File: src/rtl/collect_pkg.sv
// Shared constants for the collect/distribute micro-switch layer: commands and FSM states.
// No logic; imported by the switch RTL and by benches.
package collect_pkg;

    localparam logic [1:0] CMD_NA   = 2'b00;
    localparam logic [1:0] CMD_LOW  = 2'b01;
    localparam logic [1:0] CMD_HIGH = 2'b10;
    localparam logic [1:0] CMD_BOTH = 2'b11;

    typedef enum logic {
        ST_IDLE  = 1'b0,
        ST_DRAIN = 1'b1
    } state_t;

    // Both-branch detection shared by the RTL and models.
    function automatic logic both_valid(input logic [1:0] vld);
        return vld[1] & vld[0];
    endfunction

endpackage

File: src/rtl/collect_hold_reg_seq.sv
// Hold register for the deferred low word of a collect-both command.
// Latency 1; load wins over clear; i_en=0 freezes contents.
module collect_hold_reg_seq #(
    parameter int DATA_WIDTH = 32
) (
    input  logic                  clk,
    input  logic                  rst,
    input  logic                  i_en,
    input  logic                  i_load,
    input  logic                  i_clr,
    input  logic [DATA_WIDTH-1:0] i_d,
    output logic [DATA_WIDTH-1:0] o_q
);

    logic [DATA_WIDTH-1:0] r_q;

    always_ff @(posedge clk or negedge rst) begin
        if (!rst) begin
            r_q <= '0;
        end else if (i_en) begin
            if (i_load) begin
                r_q <= i_d;
            end else if (i_clr) begin
                r_q <= '0;
            end
        end
    end

    assign o_q = r_q;

endmodule

File: src/rtl/collect_2x1_seq.sv
// Sequential 2-to-1 collect switch: merges high/low branches onto one bus, one word per cycle.
// Registered outputs (1 cycle); cmd 11 with both valid drains over 2 cycles with o_ready low.
// Optional COLLECT_ADD_EN: cmd 11 with both valid emits high+low (wrapping) in one cycle instead.
module collect_2x1_seq
    import collect_pkg::*;
#(
    parameter int DATA_WIDTH     = 32,
    parameter int COMMMAND_WIDTH = 2
) (
    input  logic                      clk,
    input  logic                      rst,
    input  logic [1:0]                i_valid,
    input  logic [2*DATA_WIDTH-1:0]   i_data_bus,
    output logic                      o_valid,
    output logic [DATA_WIDTH-1:0]     o_data_bus,
    output logic                      o_ready,
    input  logic                      i_en,
    input  logic [COMMMAND_WIDTH-1:0] i_cmd
);

    state_t                r_state;
    state_t                w_state_nxt;
    logic                  r_valid;
    logic [DATA_WIDTH-1:0] r_data;

    logic                  w_valid_nxt;
    logic [DATA_WIDTH-1:0] w_data_nxt;
    logic                  w_hold_load;
    logic                  w_hold_clr;
    logic [DATA_WIDTH-1:0] w_hold_q;

    logic [DATA_WIDTH-1:0] w_data_hi;
    logic [DATA_WIDTH-1:0] w_data_lo;
    logic                  w_both;

    assign w_data_hi = i_data_bus[2*DATA_WIDTH-1:DATA_WIDTH];
    assign w_data_lo = i_data_bus[DATA_WIDTH-1:0];
    assign w_both    = both_valid(i_valid);

    always_ff @(posedge clk or negedge rst) begin
        if (!rst) begin
            r_state <= ST_IDLE;
        end else if (i_en) begin
            r_state <= w_state_nxt;
        end
    end

    always_comb begin
        w_state_nxt = r_state;
        case (r_state)
            ST_IDLE: begin
`ifndef COLLECT_ADD_EN
                if (i_cmd == CMD_BOTH && w_both) begin
                    w_state_nxt = ST_DRAIN;
                end
`endif
            end
            ST_DRAIN: w_state_nxt = ST_IDLE;
            default:  w_state_nxt = ST_IDLE;
        endcase
    end

    always_comb begin
        w_valid_nxt = 1'b0;
        w_data_nxt  = '0;
        w_hold_load = 1'b0;
        w_hold_clr  = 1'b0;
        if (r_state == ST_DRAIN) begin
            // Inputs are ignored here; upstream is stalled by o_ready.
            w_valid_nxt = 1'b1;
            w_data_nxt  = w_hold_q;
            w_hold_clr  = 1'b1;
        end else begin
            case (i_cmd)
                CMD_LOW: begin
                    if (i_valid[0]) begin
                        w_valid_nxt = 1'b1;
                        w_data_nxt  = w_data_lo;
                    end
                end
                CMD_HIGH: begin
                    if (i_valid[1]) begin
                        w_valid_nxt = 1'b1;
                        w_data_nxt  = w_data_hi;
                    end
                end
                CMD_BOTH: begin
                    case (i_valid)
                        2'b01: begin
                            w_valid_nxt = 1'b1;
                            w_data_nxt  = w_data_lo;
                        end
                        2'b10: begin
                            w_valid_nxt = 1'b1;
                            w_data_nxt  = w_data_hi;
                        end
                        2'b11: begin
                            w_valid_nxt = 1'b1;
`ifdef COLLECT_ADD_EN
                            w_data_nxt  = w_data_hi + w_data_lo;
`else
                            w_data_nxt  = w_data_hi;
                            w_hold_load = 1'b1;
`endif
                        end
                        default: ;
                    endcase
                end
                default: ;
            endcase
        end
    end

    always_ff @(posedge clk or negedge rst) begin
        if (!rst) begin
            r_valid <= 1'b0;
            r_data  <= '0;
        end else if (i_en) begin
            r_valid <= w_valid_nxt;
            r_data  <= w_data_nxt;
        end
    end

    collect_hold_reg_seq #(
        .DATA_WIDTH (DATA_WIDTH)
    ) u_hold (
        .clk    (clk),
        .rst    (rst),
        .i_en   (i_en),
        .i_load (w_hold_load),
        .i_clr  (w_hold_clr),
        .i_d    (w_data_lo),
        .o_q    (w_hold_q)
    );

    assign o_valid    = r_valid;
    assign o_data_bus = r_data;
    assign o_ready    = (r_state == ST_IDLE);

endmodule

File: config.mk
export PLATFORM = sky130hd
export DESIGN_NAME = collect_2x1_seq
export DESIGN_NICKNAME = d
export VERILOG_FILES = /design/src/rtl/collect_pkg.sv /design/src/rtl/collect_hold_reg_seq.sv /design/src/rtl/collect_2x1_seq.sv
export SDC_FILE = /design/constraint.sdc
export NUM_CORES = 1
export LEC_CHECK = 0
export BUFFER_PORTS_ARGS = -buffer_cell sky130_fd_sc_hd__buf_2
export CORE_MARGIN = 5
export CORE_UTILIZATION = 35
export CTS_CLUSTER_SIZE = 12
export DETAILED_ROUTE_END_ITERATION = 8
export PLACE_DENSITY_LB_ADDON = 0.08
export SLEW_MARGIN = 15
export SYNTH_ARGS = -nofsm -noshare
export SYNTH_HDL_FRONTEND = slang
export SYNTH_SLANG_ARGS = --single-unit
File: constraint.sdc
create_clock -name clk -period 1.7 [get_ports clk]
set_clock_uncertainty 0.2 [all_clocks]
set_input_delay 0.34 -clock clk [delete_from_list [all_inputs] [get_ports clk]]
set_output_delay 0.34 -clock clk [all_outputs]
set_load 0.005 [all_outputs]
Word-level counts from Yosys, hierarchy flattened
Cells that the tools add are included.

operators by class
  muxes and demuxes = 18
  magnitude comparators = 0
  reduce and logical (&&, ||, !) cells = 5
  equal/unequal tests = 6
  bitwise logic cells = 2
  add/subtract/negate cells = 0
  div/mod/pow operators = 0
  multipliers = 0
  shifts and indexed selects = 0

operators by type and width
  operator                                              count
  two-way mux 32 bit                                    5
  case mux 32 bit (3 select lines)                      1
  case mux 32 bit (2 select lines)                      1
  two-way mux 1 bit                                     9
  equality test 2 bit (second input constant)           4
  equality test 2 x 1 -> 1 bit (second input constant)  2
  case mux 1 bit (3 select lines)                       1
  OR reduction 3 bit                                    1
  case mux 1 bit (2 select lines)                       1
  AND reduction 2 bit                                   1
  nonzero test 2 bit                                    1
  OR reduction 2 bit                                    1
  AND 1 bit                                             1
  logical AND 1 bit                                     1
  NOT 1 bit                                             1

word-level totals
  bits in read-only memories = 0
  bits in registers = 66
  RAM bits = 0
  bits in latches = 0
  output and inout port bits = 34
  memories = 0

Longest topological paths before layout
Gate-level depths: netlist of run 1.

  depth in word-level cells = 6
  depth in mapped cells = 6
  depth with buffers taken out = 3

Cells and area by module
Synthesis of run 1 repeated with hierarchy kept, for this count alone.

unflattened totals
  cell total of the unflattened synthesis = 307
  area, all modules = 3255.6 um2

modules (own cells, without submodules)
  module                times used  cells each  area each (um2)
  collect_2x1_seq       1           234         2085.8
  collect_hold_reg_seq  1           73          1169.9

Worst setup path before layout of run 1
Ideal clock, no wire load.

  kind = register to register
  from = register r_state
  to = register r_data[0], in the netlist o_data_bus[0]
  cell stages (with the launch flop) = 6
  library setup time = 0.090 ns
  slack = 0.217 ns
  required time = 1.410 ns
  arrival = 1.193 ns
  buffers on the path = 2
  cells stage by stage = dfrtp_1 -> buf_2 -> o21ba_2 -> nand2_2 -> buf_2 -> o221ai_1

on the way
  cells in the longest elaborated chain, start to end = 1

RTL lines
  what                    line                    source
  start, declared         collect_2x1_seq.sv:21   state_t r_state;
  start signal, assigned  collect_2x1_seq.sv:44   r_state <= w_state_nxt;
  two-way mux 32 bit      collect_2x1_seq.sv:68   if (r_state == ST_DRAIN) begin
  end signal, assigned    collect_2x1_seq.sv:120  r_data <= w_data_nxt;
  end, declared           collect_2x1_seq.sv:24   logic [DATA_WIDTH-1:0] r_data;

No other way between the ends.
A chain may end at the register's enable or synchronous reset.

Worst setup path in the final report of run 1
  from = register r_state
  to = output o_ready

on the way
  cells in the longest elaborated chain, start to end = 1

RTL lines
  what           line                   source
  NOT 1 bit      --
  end, declared  collect_2x1_seq.sv:16  output logic o_ready,

No other way between the ends.

==> reports/results.txt, run 1 <==
IO Count -> 105
Worst Hold Slack -> 30.4 ps
PwrDens -> 929 mW/mm²
sequential area share after synthesis -> 52.6%
CTS buffer count -> 9
Slew @ Worst Pin -> 339 ps
syn_nets -> 374
CP arrival -> 1060 ps
Setup crit end kind -> primary output
CTS tree -> built
cell taking the most area after synthesis -> dfrtp_1
total congestion overflow -> 0
Min-Delay Path Class -> in -> reg
Post-synth top flop -> dfrtp_1
Final #Nets -> 479
worst reg2reg path depth -> 4
antenna-violating nets left -> 0
Post-synth top cells -> dfrtp_1 (66), a31oi_1 (33), a22o_1 (32), inv_1 (29), and3_1 (28)
post-synthesis xor/xnor area fraction -> 0%
worst vdd ir -> 327 µV
top cells by area, synth -> dfrtp_1 (53%), a22o_1 (8.9%), o221ai_1 (7.5%)
f_max -> 624 MHz
leakage -> 2.00 nW
mapped cell area -> 0.00314 mm²
Critical R2R Launch -> r_state
Antenna diodes -> 0
CTS Sinks -> 66
Synth Warn # -> 0
Die W -> 105 µm
DR vias/cell -> 5.47
Avg Inst Size Synth -> 10.4 µm²
Fillers -> 877
crit path time final -> 1600 ps
first-pass GRT wire length -> 16000 µm
Final Power -> 3.76 mW
number of distinct library cells after synthesis -> 25
DR DRC count -> 0
antenna violations before repair -> 0
Required @ worst endpoint -> 1160 ps
post-synthesis compound-gate area fraction -> 26.8%
smallest setup slack after layout -> 98.5 ps
post-layout util -> 46.4%
relative slew slack -> 77.4%
Layout area overhead -> 29.0%
RSZ-0062 raised after global routing -> no
routed via count -> 2850
Final Hold Fails -> 0
Post-synth EDFFs -> 0
design area -> 0.00405 mm²
CORE AREA -> 0.00872 mm²
count leader, synth -> dfrtp_1
Die Ht -> 105 µm
simple-gate portion of the synthesized area -> 11.9%
mux cell area share after synthesis -> 0%
vias in the first global route -> 3025
synthesized flop and latch total -> 66
status -> finished, final reports clean
pin count of the biggest net entering global routing -> 40
final setup fails -> 0
share of cells above drive strength 1 -> 35.4%
routed len/inst -> 18.3 µm
final wirelength -> 9520 µm
# rows -> 34
setup slack at placement -> 69.3 ps
max-cap viol count -> 0
first-pass detailed-route iteration total -> 4
Startpoint Class -> register
I/O Buffers -> 104
starting density of the core -> 36.0%
CTS Buffer Depth -> 2
final cycle utilization of the critical path -> 94.2%
CP startpoint -> r_state
fin. max-slew vios -> 0
main combinational cell family by area after synthesis -> compound AO/OA/AOI/OAI gates
Worst Hold Path Cells -> 2
dpl cells -> 504
clock slew seen by the registers of the worst setup and hold paths -> 80 ps
Mapped Cells -> 303
1st-iter DRT viols -> 117
post-synth top area share -> 52.6%
final std cells w/o fill -> 521
HPWL Detailed -> 6760 µm
DP Area -> 0.00386 mm²
hold path start -> i_data_bus[27]
Final Wtd Congestion -> 0.716
die area -> 0.0110 mm²
Skew-Pair Late Insertion Delay -> 330 ps
GRT Total Usage -> 17.7%
CTS Root Cell -> clkbuf_8
post-synthesis async set-or-reset flop share -> 100%
Synth Area in Adders -> 0%
Worst Path Class, Setup -> reg -> out
setup_tns -> 0 ps
CTS HTree Levels -> 3
CP Max Fanout -> 7
==> repair_timing <==
action,CTS,global route
setup buffers,0,0
hold buffers,1,0
hold endpoints to repair,11,0
gates resized for setup,0,1
setup endpoints to repair,0,1
==> power by group <==
part	switching (mW)	total [mW]	internal (mW)
Clock	0.604	1.21	0.607
Combinational	0.323	0.665	0.342
Sequential	0.115	1.89	1.77
==> layout make-up <==
class / count / area [µm²] / share of cell area, %
sequential: 66 / 1650 / 40.8
inverter: 29 / 109 / 2.69
clock buffer: 12 / 155 / 3.83
clock inverter: 4 / 26.3 / 0.649
tap: 108 / 135 / 3.34
multi-input combinational: 175 / 1210 / 29.9
timing repair buffer: 127 / 758 / 18.7
==> worst paths after layout <==
check                            endpoint  slack [ps]
setup / recovery                  o_ready         100
hold / removal             u_hold.o_q[27]          30
setup reg to reg           o_data_bus[26]         220
hold reg to reg             u_hold.o_q[1]         300
max in group asynchronous   o_data_bus[1]         510
min in group asynchronous   o_data_bus[9]         230
==> critical path, cell delays in order, from the launching register on <==
cell and delay, ps:
dfrtp_2 460, inv_1 130, buf_2 140
==> cells by family after synthesis <==
family,after synthesis
AOI/OAI and AO/OA,106
buffers and inverters,62
DFF,66
and+or+nand+nor,69
==> routing by layer <==
layer  vias to the layer above  global-route usage [%]  part of all wire [%]
met5                         -                       0                     0
li1                       1368                       -                     -
met3                         2                    3.95                   7.1
met4                         0                    5.39                  0.42
met1                      1387                    24.6                    46
met2                        93                    27.9                    46
==> flip-flops by register name, indices dropped and copies added, names as in the netlist <==
register,count
o_valid,1
u_hold.o_q,32
r_state,1
o_data_bus,32
==> cells in the final DEF (no fill, tap or decap), types with 2 or more instances in the layout <==
cell type,n
a22o_1,32
a31oi_1,33
inv_1,29
o211ai_1,4
nand2_1,5
o221ai_1,27
nand3_1,27
clkbuf_8,11
and3_1,28
buf_4,17
nor2_1,6
buf_12,5
buf_2,104
dfrtp_1,65
a32o_1,4
clkinv_2,2
(Power assumes the default switching activity.)
==> run 2, diff against run 1 <==
--- a/config.mk
+++ b/config.mk
@@ -5,7 +5,8 @@
 export SDC_FILE = /design/constraint.sdc
 export NUM_CORES = 1
 export LEC_CHECK = 0
-export BUFFER_PORTS_ARGS = -buffer_cell sky130_fd_sc_hd__buf_2
+export ABC_CLOCK_PERIOD_IN_PS = 1700
+export BUFFER_PORTS_ARGS = -buffer_cell sky130_fd_sc_hd__clkbuf_2
 export CORE_MARGIN = 5
 export CORE_UTILIZATION = 35
 export CTS_CLUSTER_SIZE = 12
==> reports/results.txt, run 2 (synthesized netlist as in run 1, its figures left out) <==
CTS Buffer Depth -> 2
setup slack at placement -> 56.0 ps
CTS Sinks -> 66
status -> finished, final reports clean
Final Wtd Congestion -> 0.731
Setup crit end kind -> primary output
# rows -> 34
die area -> 0.0110 mm²
Worst Hold Slack -> 30.1 ps
Final #Nets -> 481
Skew-Pair Late Insertion Delay -> 340 ps
dpl cells -> 506
CTS Root Cell -> clkbuf_8
CTS buffer count -> 9
CTS tree -> built
Layout area overhead -> 28.9%
1st-iter DRT viols -> 137
antenna violations before repair -> 0
starting density of the core -> 36.0%
most common cell after layout, fill and taps aside -> clkbuf_2
GRT Total Usage -> 17.7%
crit path time final -> 1620 ps
first-pass detailed-route iteration total -> 4
I/O Buffers -> 104
total congestion overflow -> 0
CP Max Fanout -> 6
CTS HTree Levels -> 3
Fillers -> 863
first-pass GRT wire length -> 15900 µm
fin. max-slew vios -> 0
worst vdd ir -> 379 µV
routed len/inst -> 18.5 µm
DR vias/cell -> 5.53
smallest setup slack after layout -> 79.2 ps
Worst Path Class, Setup -> reg -> out
leakage -> 2.01 nW
vias in the first global route -> 2996
setup_tns -> 0 ps
pin count of the biggest net entering global routing -> 40
Final Power -> 3.80 mW
most frequent cells in the layout -> clkbuf_2 (103), dfrtp_1 (66), a31oi_1 (33)
HPWL Detailed -> 6660 µm
final std cells w/o fill -> 521
PwrDens -> 939 mW/mm²
Antenna diodes -> 0
IO Count -> 105
design area -> 0.00405 mm²
max-cap viol count -> 0
post-cts repair resize count -> 0
Post-CTS Setup Bufs -> 0
Startpoint Class -> register
post-layout util -> 46.4%
final wirelength -> 9660 µm
CP arrival -> 1080 ps
final setup fails -> 0
share of cells above drive strength 1 -> 35.4%
DR DRC count -> 0
RSZ-0062 raised after global routing -> no
clock slew seen by the registers of the worst setup and hold paths -> 80 ps
Hold Buf Count CTS -> 1
Required @ worst endpoint -> 1160 ps
Slew @ Worst Pin -> 349 ps
CORE AREA -> 0.00872 mm²
relative slew slack -> 76.7%
routed via count -> 2880
Final Hold Fails -> 0
final cycle utilization of the critical path -> 95.3%
DP Area -> 0.00386 mm²
Die W -> 105 µm
Min-Delay Path Class -> in -> reg
Die Ht -> 105 µm
antenna-violating nets left -> 0
f_max -> 617 MHz
[run 2: final cells by class]
type	count	area, µm²	area share [%]
clock buffers	12	165	4.08
inverters	29	109	2.69
clock inverters	2	12.5	0.309
flip-flops and latches	66	1650	40.8
repair buffers	129	761	18.8
well taps	108	135	3.34
multi-input cells	175	1210	30.0
[run 2: worst paths after layout]
kind	cells past startpoint	end	slack [ps]	start
worst max-delay path	2	o_ready	80	r_state
worst min register to register	1	u_hold.o_q[9]	310	u_hold.o_q[9]
max in group asynchronous	3	u_hold.o_q[1]	520	rst
min in group asynchronous	2	o_data_bus[13]	200	rst
worst max register to register	4	o_data_bus[20]	190	r_state
worst min-delay path	2	u_hold.o_q[28]	30	i_data_bus[28]
[run 2: routing by layer]
| layer | global-route usage [%] | wire length (µm) | up-vias |
|---|---|---|---|
| met5 | 0 | 0 | - |
| met1 | 24.6 | 4530 | 1412 |
| li1 | - | - | 1364 |
| met3 | 4.19 | 644 | 8 |
| met2 | 27.5 | 4380 | 96 |
| met4 | 5.21 | 106 | 0 |
[run 2: report_power, final]
part | leakage (nW) | switching (mW) | internal (mW) | total (mW)
sequential | 0.869 | 0.116 | 1.77 | 1.89
combinational | 1.05 | 0.325 | 0.342 | 0.667
clock | 0.0903 | 0.613 | 0.631 | 1.24
[run 2: worst max-delay path: stages, from the launching register on]
cell and delay (ps):
dfrtp_1 460, inv_1 140, clkbuf_2 140
